<file path="src/rtl/alu_regfile_datapath.sv">
// 8-bit execution datapath: 8x8 register file, operand-B conditioning,
// 3-bit ALU with zero flag. ALU result feeds the register write port.
module mux2x1_var #(
  parameter int WIDTH = 8
) (
  input  logic             sel,
  input  logic [WIDTH-1:0] in0,
  input  logic [WIDTH-1:0] in1,
  output logic [WIDTH-1:0] out
);

  // sel=0 picks in0, sel=1 picks in1
  always_comb begin
    out = sel ? in1 : in0;
  end

endmodule

module alu_regfile_datapath #(
  parameter int WIDTH  = 8,
  parameter int ADDR_W = 3
) (
  input  logic              clk,
  input  logic              rst,
  input  logic              we,
  input  logic [2:0]        alu_op,
  input  logic              use_imm,
  input  logic              op2_pos,
  input  logic [ADDR_W-1:0] w_addr,
  input  logic [ADDR_W-1:0] r_addr1,
  input  logic [ADDR_W-1:0] r_addr2,
  input  logic [WIDTH-1:0]  imm,
  output logic [WIDTH-1:0]  rd_data1,
  output logic [WIDTH-1:0]  rd_data2,
  output logic [WIDTH-1:0]  operand_b,
  output logic [WIDTH-1:0]  alu_result,
  output logic              zero
);

  localparam int NREG = 2 ** ADDR_W;
  localparam logic [WIDTH-1:0] ONE = {{(WIDTH-1){1'b0}}, 1'b1};

  localparam logic [2:0] OP_FWD = 3'b000;
  localparam logic [2:0] OP_ADD = 3'b001;
  localparam logic [2:0] OP_AND = 3'b010;
  localparam logic [2:0] OP_OR  = 3'b011;
  localparam logic [2:0] OP_XOR = 3'b100;
  localparam logic [2:0] OP_SLL = 3'b101;
  localparam logic [2:0] OP_SRL = 3'b110;
  localparam logic [2:0] OP_RSV = 3'b111;

  logic [WIDTH-1:0] regs_q [NREG];
  logic [WIDTH-1:0] regs_d [NREG];
  logic [WIDTH-1:0] neg;
  logic [WIDTH-1:0] mux1;
  logic [2:0]       shamt;

  // Asynchronous read ports; no bypass of the pending write
  always_comb begin
    rd_data1 = regs_q[r_addr1];
    rd_data2 = regs_q[r_addr2];
  end

  // Two's complement of port-2 data for subtract
  always_comb begin
    neg = ~rd_data2 + ONE;
  end

  mux2x1_var #(.WIDTH(WIDTH)) u_mux_pos (
    .sel (op2_pos),
    .in0 (neg),
    .in1 (rd_data2),
    .out (mux1)
  );

  mux2x1_var #(.WIDTH(WIDTH)) u_mux_imm (
    .sel (use_imm),
    .in0 (mux1),
    .in1 (imm),
    .out (operand_b)
  );

  // ALU: IN1 = operand_b, IN2 = rd_data1; results wrap
  always_comb begin
    alu_result = '0;
    shamt      = operand_b[2:0];
    unique case (alu_op)
      OP_FWD: alu_result = operand_b;
      OP_ADD: alu_result = rd_data1 + operand_b;
      OP_AND: alu_result = rd_data1 & operand_b;
      OP_OR:  alu_result = rd_data1 | operand_b;
      OP_XOR: alu_result = rd_data1 ^ operand_b;
      OP_SLL: alu_result = rd_data1 << shamt;
      OP_SRL: alu_result = rd_data1 >> shamt;
      OP_RSV: alu_result = '0;
    endcase
  end

  // Zero flag for branch decisions
  always_comb begin
    zero = (alu_result == '0);
  end

  // Next register-file contents: one write port
  always_comb begin
    regs_d = regs_q;
    if (we) begin
      regs_d[w_addr] = alu_result;
    end
  end

  // Register file state; reset clears every entry at once
  always_ff @(posedge clk or negedge rst) begin
    if (!rst) begin
      for (int i = 0; i < NREG; i++) begin
        regs_q[i] <= '0;
      end
    end else begin
      regs_q <= regs_d;
    end
  end

endmodule

</file>
<file path="config.mk">
export PLATFORM = sky130hd
export DESIGN_NAME = alu_regfile_datapath
export DESIGN_NICKNAME = d
export VERILOG_FILES = /design/src/rtl/alu_regfile_datapath.sv
export SDC_FILE = /design/constraint.sdc
export NUM_CORES = 1
export LEC_CHECK = 0
export BUFFER_PORTS_ARGS = -buffer_cell sky130_fd_sc_hd__buf_2
export CAP_MARGIN = 10
export CELL_PAD_IN_SITES_DETAIL_PLACEMENT = 0
export CELL_PAD_IN_SITES_GLOBAL_PLACEMENT = 1
export CORE_MARGIN = 3
export CORE_UTILIZATION = 40
export CTS_CLUSTER_SIZE = 14
export DETAILED_ROUTE_END_ITERATION = 12
export GPL_TIMING_DRIVEN = 0
export PLACE_DENSITY_LB_ADDON = 0.1
export SLEW_MARGIN = 20
export SYNTH_ARGS = -nofsm -noshare
export SYNTH_HDL_FRONTEND = slang
export SYNTH_HIERARCHICAL = 1
export SYNTH_SLANG_ARGS = --single-unit
export TNS_END_PERCENT = 20
</file>
<file path="constraint.sdc">
create_clock -name clk -period 7.7 [get_ports clk]
set_clock_uncertainty 0.1 [all_clocks]
set_input_delay 0.385 -clock clk [delete_from_list [all_inputs] [get_ports clk]]
set_output_delay 0.385 -clock clk [all_outputs]
set_load 0.02 [all_outputs]
</file>
==> out/results.ini <==
[route]
drt_first_pass_iters=4
drtAntennaViolNets=0
via_count=4390
drtIter0Drc=281
vias_per_cell=5.77
wl_um=15500
drc=0
wl_per_cell_um=20.3

[die]
core_um2=12300
die_w_um=120
pin_count=58
start_util=0.420
row_count=40
die_h_um=120
die-area_um2=14300

[critical_path]
rrSetupSlack_ns=2.30
timing_worst_setup_path_type=primary input to primary output
reg2reg_depth=15
cpPeakStageDelay_ns=0.71
arrival_ns=6.50
worstSetupEndpointType=primary output
cp_top_family=buffers and inverters
critPathLaunchType=primary input
critPathSlowestCell=a221oi_2
r2r_start=regs_q[0]
path_buf_inv=5
cp.required_ns=7.21
r2r-end=regs_q[12]
crit_fanout=10
crit_chain=buf_2 -> buf_1 -> mux4_2 -> mux2i_1 -> ha_1 -> xor2_1 -> mux2_4 -> mux2_4 -> clkbuf_1 -> clkinv_1 -> ha_1 -> nor2b_1 -> o21a_1 -> or3_1 -> a31o_2 -> a221oi_2 -> and4_1 -> and4_1 -> buf_2

[synthesis]
yosysTopAreaCell=dfrtp_1
synthTopCellsByArea=dfrtp_1 (31%), mux4_2 (13%), mux2_4 (4.9%)
async_reset_ff_frac=1.00
synth_top_flop_cell=dfrtp_1
synth_top_area_frac=0.309
synth_fp_nets=572
synth_area_um2=5170
synth-seq-cells=64
syn_area_per_cell_um2=9.82
synthCells=527
yosys_warnings=6
synth_cell_type_count=70
ys_seq_area_frac=0.309
synth_edf_count=0

[cts]
clock-sinks=64
post_cts_buffers=0
cts_max_level=3
cts_root_buf=clkbuf_16
clock_path_buffers=2
clkTransAtPathRegs_ns=0.06
insertion_delay_ns=0.33
cts_tree=done
cts_inserted_buffers=9

[run]
cap_violations=0

[cells_and_area]
top_register=regs_q
n_fill_cell=1224
largest_reg_flops=64
drive_above_1_share=0.251
n_antenna_cell=0
reg_top3=regs_q: 64 flops
synthToLayoutAreaGrowth_pct=15.0
finalNetCount=633

[power_and_ir_drop]
vdd_ir_drop_max_mv=0.225
power.density_nw_per_um2=346
p_leak_nw=2.62

[timing]
finalMaxSlewViolations=0
max_freq_mhz=143
tightest_slew_ns=1.06
final.min_clock_period_ns=6.99
fin_tns_setup_ns=0
rsz0062_at_grt=false
period_share=0.907
setup_viol=0
worst_slack_ns=0.714
finalHoldViolations=0
maxSlewHeadroom=0.293

[place]
port-buffer-count=48
hpwl_um=12400
gp_congestion=0.888
dp_slack_ns=0.656

[min_path]
hp-class=primary input to asynchronous set/reset pin

[grt]
grt_pass1_vias=4358
grt_remaining_overflow=0
antenna_found_initial=0
grt_max_degree=47
grt_pass1_wl_um=24600
grt.total_usage=0.218

[status]
status=finished, final reports clean

routing by layer:
layer / global-route usage / part of all wire / vias to the layer above
li1: - / - / 2061
met2: 0.377 / 0.51 / 128
met3: 0.0273 / 0.041 / 33
met5: 0 / 0 / -
met4: 0.0873 / 0.028 / 0
met1: 0.277 / 0.42 / 2168
cell type report:
class                      instances  area [µm²]  area share
buffer                            35         186      0.0313
clock buffer                      10         239      0.0402
clock inverter                     6        45.0     0.00757
inverter                          38         143      0.0240
multi-input combinational        390        3240       0.545
sequential                        64        1600       0.269
tap                              168         210      0.0353
timing repair buffer              50         280      0.0471
stage by stage:
step / hold slack (ns) / area, µm² / power [mW] / instances / utilization
2_1_floorplan: -0.0106 / 5170 / 1.35 / 527 / -
3_3_place_gp: 0.386 / 5630 / 1.65 / 743 / 0.457
3_5_place_dp: 0.192 / 5660 / 1.68 / 744 / 0.459
4_1_cts: 0.374 / 5950 / 2.06 / 761 / 0.483
5_1_grt: 0.399 / 5950 / 2.20 / 761 / 0.483
6_report: 0.375 / 5950 / 2.06 / 761 / 0.483
synthesized netlist by cell type, types with 2 or more instances:
library cell,count
and4_1,2
and2_1,2
a21oi_1,48
a31o_2,2
buf_2,4
a41oi_1,2
inv_1,30
a211oi_1,3
o22ai_1,6
mux2_4,17
mux4_1,5
mux4_2,31
buf_1,2
clkinv_1,2
o221ai_1,3
nand2_1,51
nor3b_1,2
a31oi_1,4
ha_1,19
o21ai_0,38
clkbuf_1,23
xnor2_1,6
o2bb2ai_1,3
or3_1,5
buf_6,4
mux2_2,5
o32ai_1,2
mux2i_1,16
and3_1,4
nor3_1,8
nand3_1,4
nor2b_1,6
nand4b_1,3
nor2_1,49
dfrtp_1,64
nand3b_1,2
inv_2,6
mux2i_2,3
nand2b_1,7
xor2_1,3
o21a_1,2
worst register-to-register path, delay by kind of cell, from the launching register on:
kind | cells | cell delay (ns)
adders and majority gates | 2 | 0.74
muxes | 4 | 1.27
buffers and inverters | 2 | 0.77
xor gates and xnor gates | 1 | 0.14
AOI/OAI and AO/OA | 4 | 1.33
and+or+nand+nor | 2 | 0.49
DFF | 1 | 0.40
cells by family after synthesis:
kind of cell / share of synthesized area
AO/OA/AOI/OAI: 0.158
XOR/XNOR: 0.0152
adder cells (fa/ha/maj): 0.0517
buffers and inverters: 0.0636
flip-flops: 0.309
multiplexers: 0.264
AND/OR/NAND/NOR: 0.138
cells in the final DEF, fill, tap and decap left out, types with 4 or more instances in the layout:
| cell type | instances |
|---|---|
| nand2_1 | 51 |
| nand2b_1 | 7 |
| nor2_1 | 49 |
| ha_1 | 19 |
| mux4_2 | 31 |
| buf_2 | 51 |
| o21ai_0 | 38 |
| inv_2 | 6 |
| nor3_1 | 8 |
| xnor2_1 | 6 |
| mux4_1 | 5 |
| buf_6 | 4 |
| a31oi_1 | 4 |
| mux2_4 | 17 |
| clkbuf_1 | 23 |
| a21oi_1 | 48 |
| mux2i_1 | 16 |
| mux2_2 | 5 |
| dfrtp_1 | 64 |
| o22ai_1 | 6 |
| clkbuf_16 | 9 |
| or3_1 | 5 |
| and3_1 | 4 |
| inv_1 | 30 |
| nand3_1 | 4 |
| nor2b_1 | 6 |
how the worst max path moves through the flow:
stage,from,cells after the start,slack (ns),end
after global routing,r_addr2[0],19,0.27,zero
after floorplan,r_addr2[0],18,1.87,zero
after CTS,r_addr2[0],19,0.65,zero
after global placement,r_addr2[0],19,0.71,zero
final,r_addr2[0],19,0.71,zero
after detailed placement,r_addr2[0],19,0.66,zero
repair_timing:
action | 4_1_cts | 5_1_grt
setup endpoints to repair | 0 | 0
hold buffers | 1 | 0
hold endpoints to repair | 18 | 0
resized for setup | 0 | 0
power breakdown:
part / internal (mW) / total [mW] / switching, mW
Combinational: 0.480 / 1.13 / 0.651
Sequential: 0.449 / 0.547 / 0.0981
Clock: 0.227 / 0.381 / 0.154
Note: power is estimated with default switching activity, not from simulation.
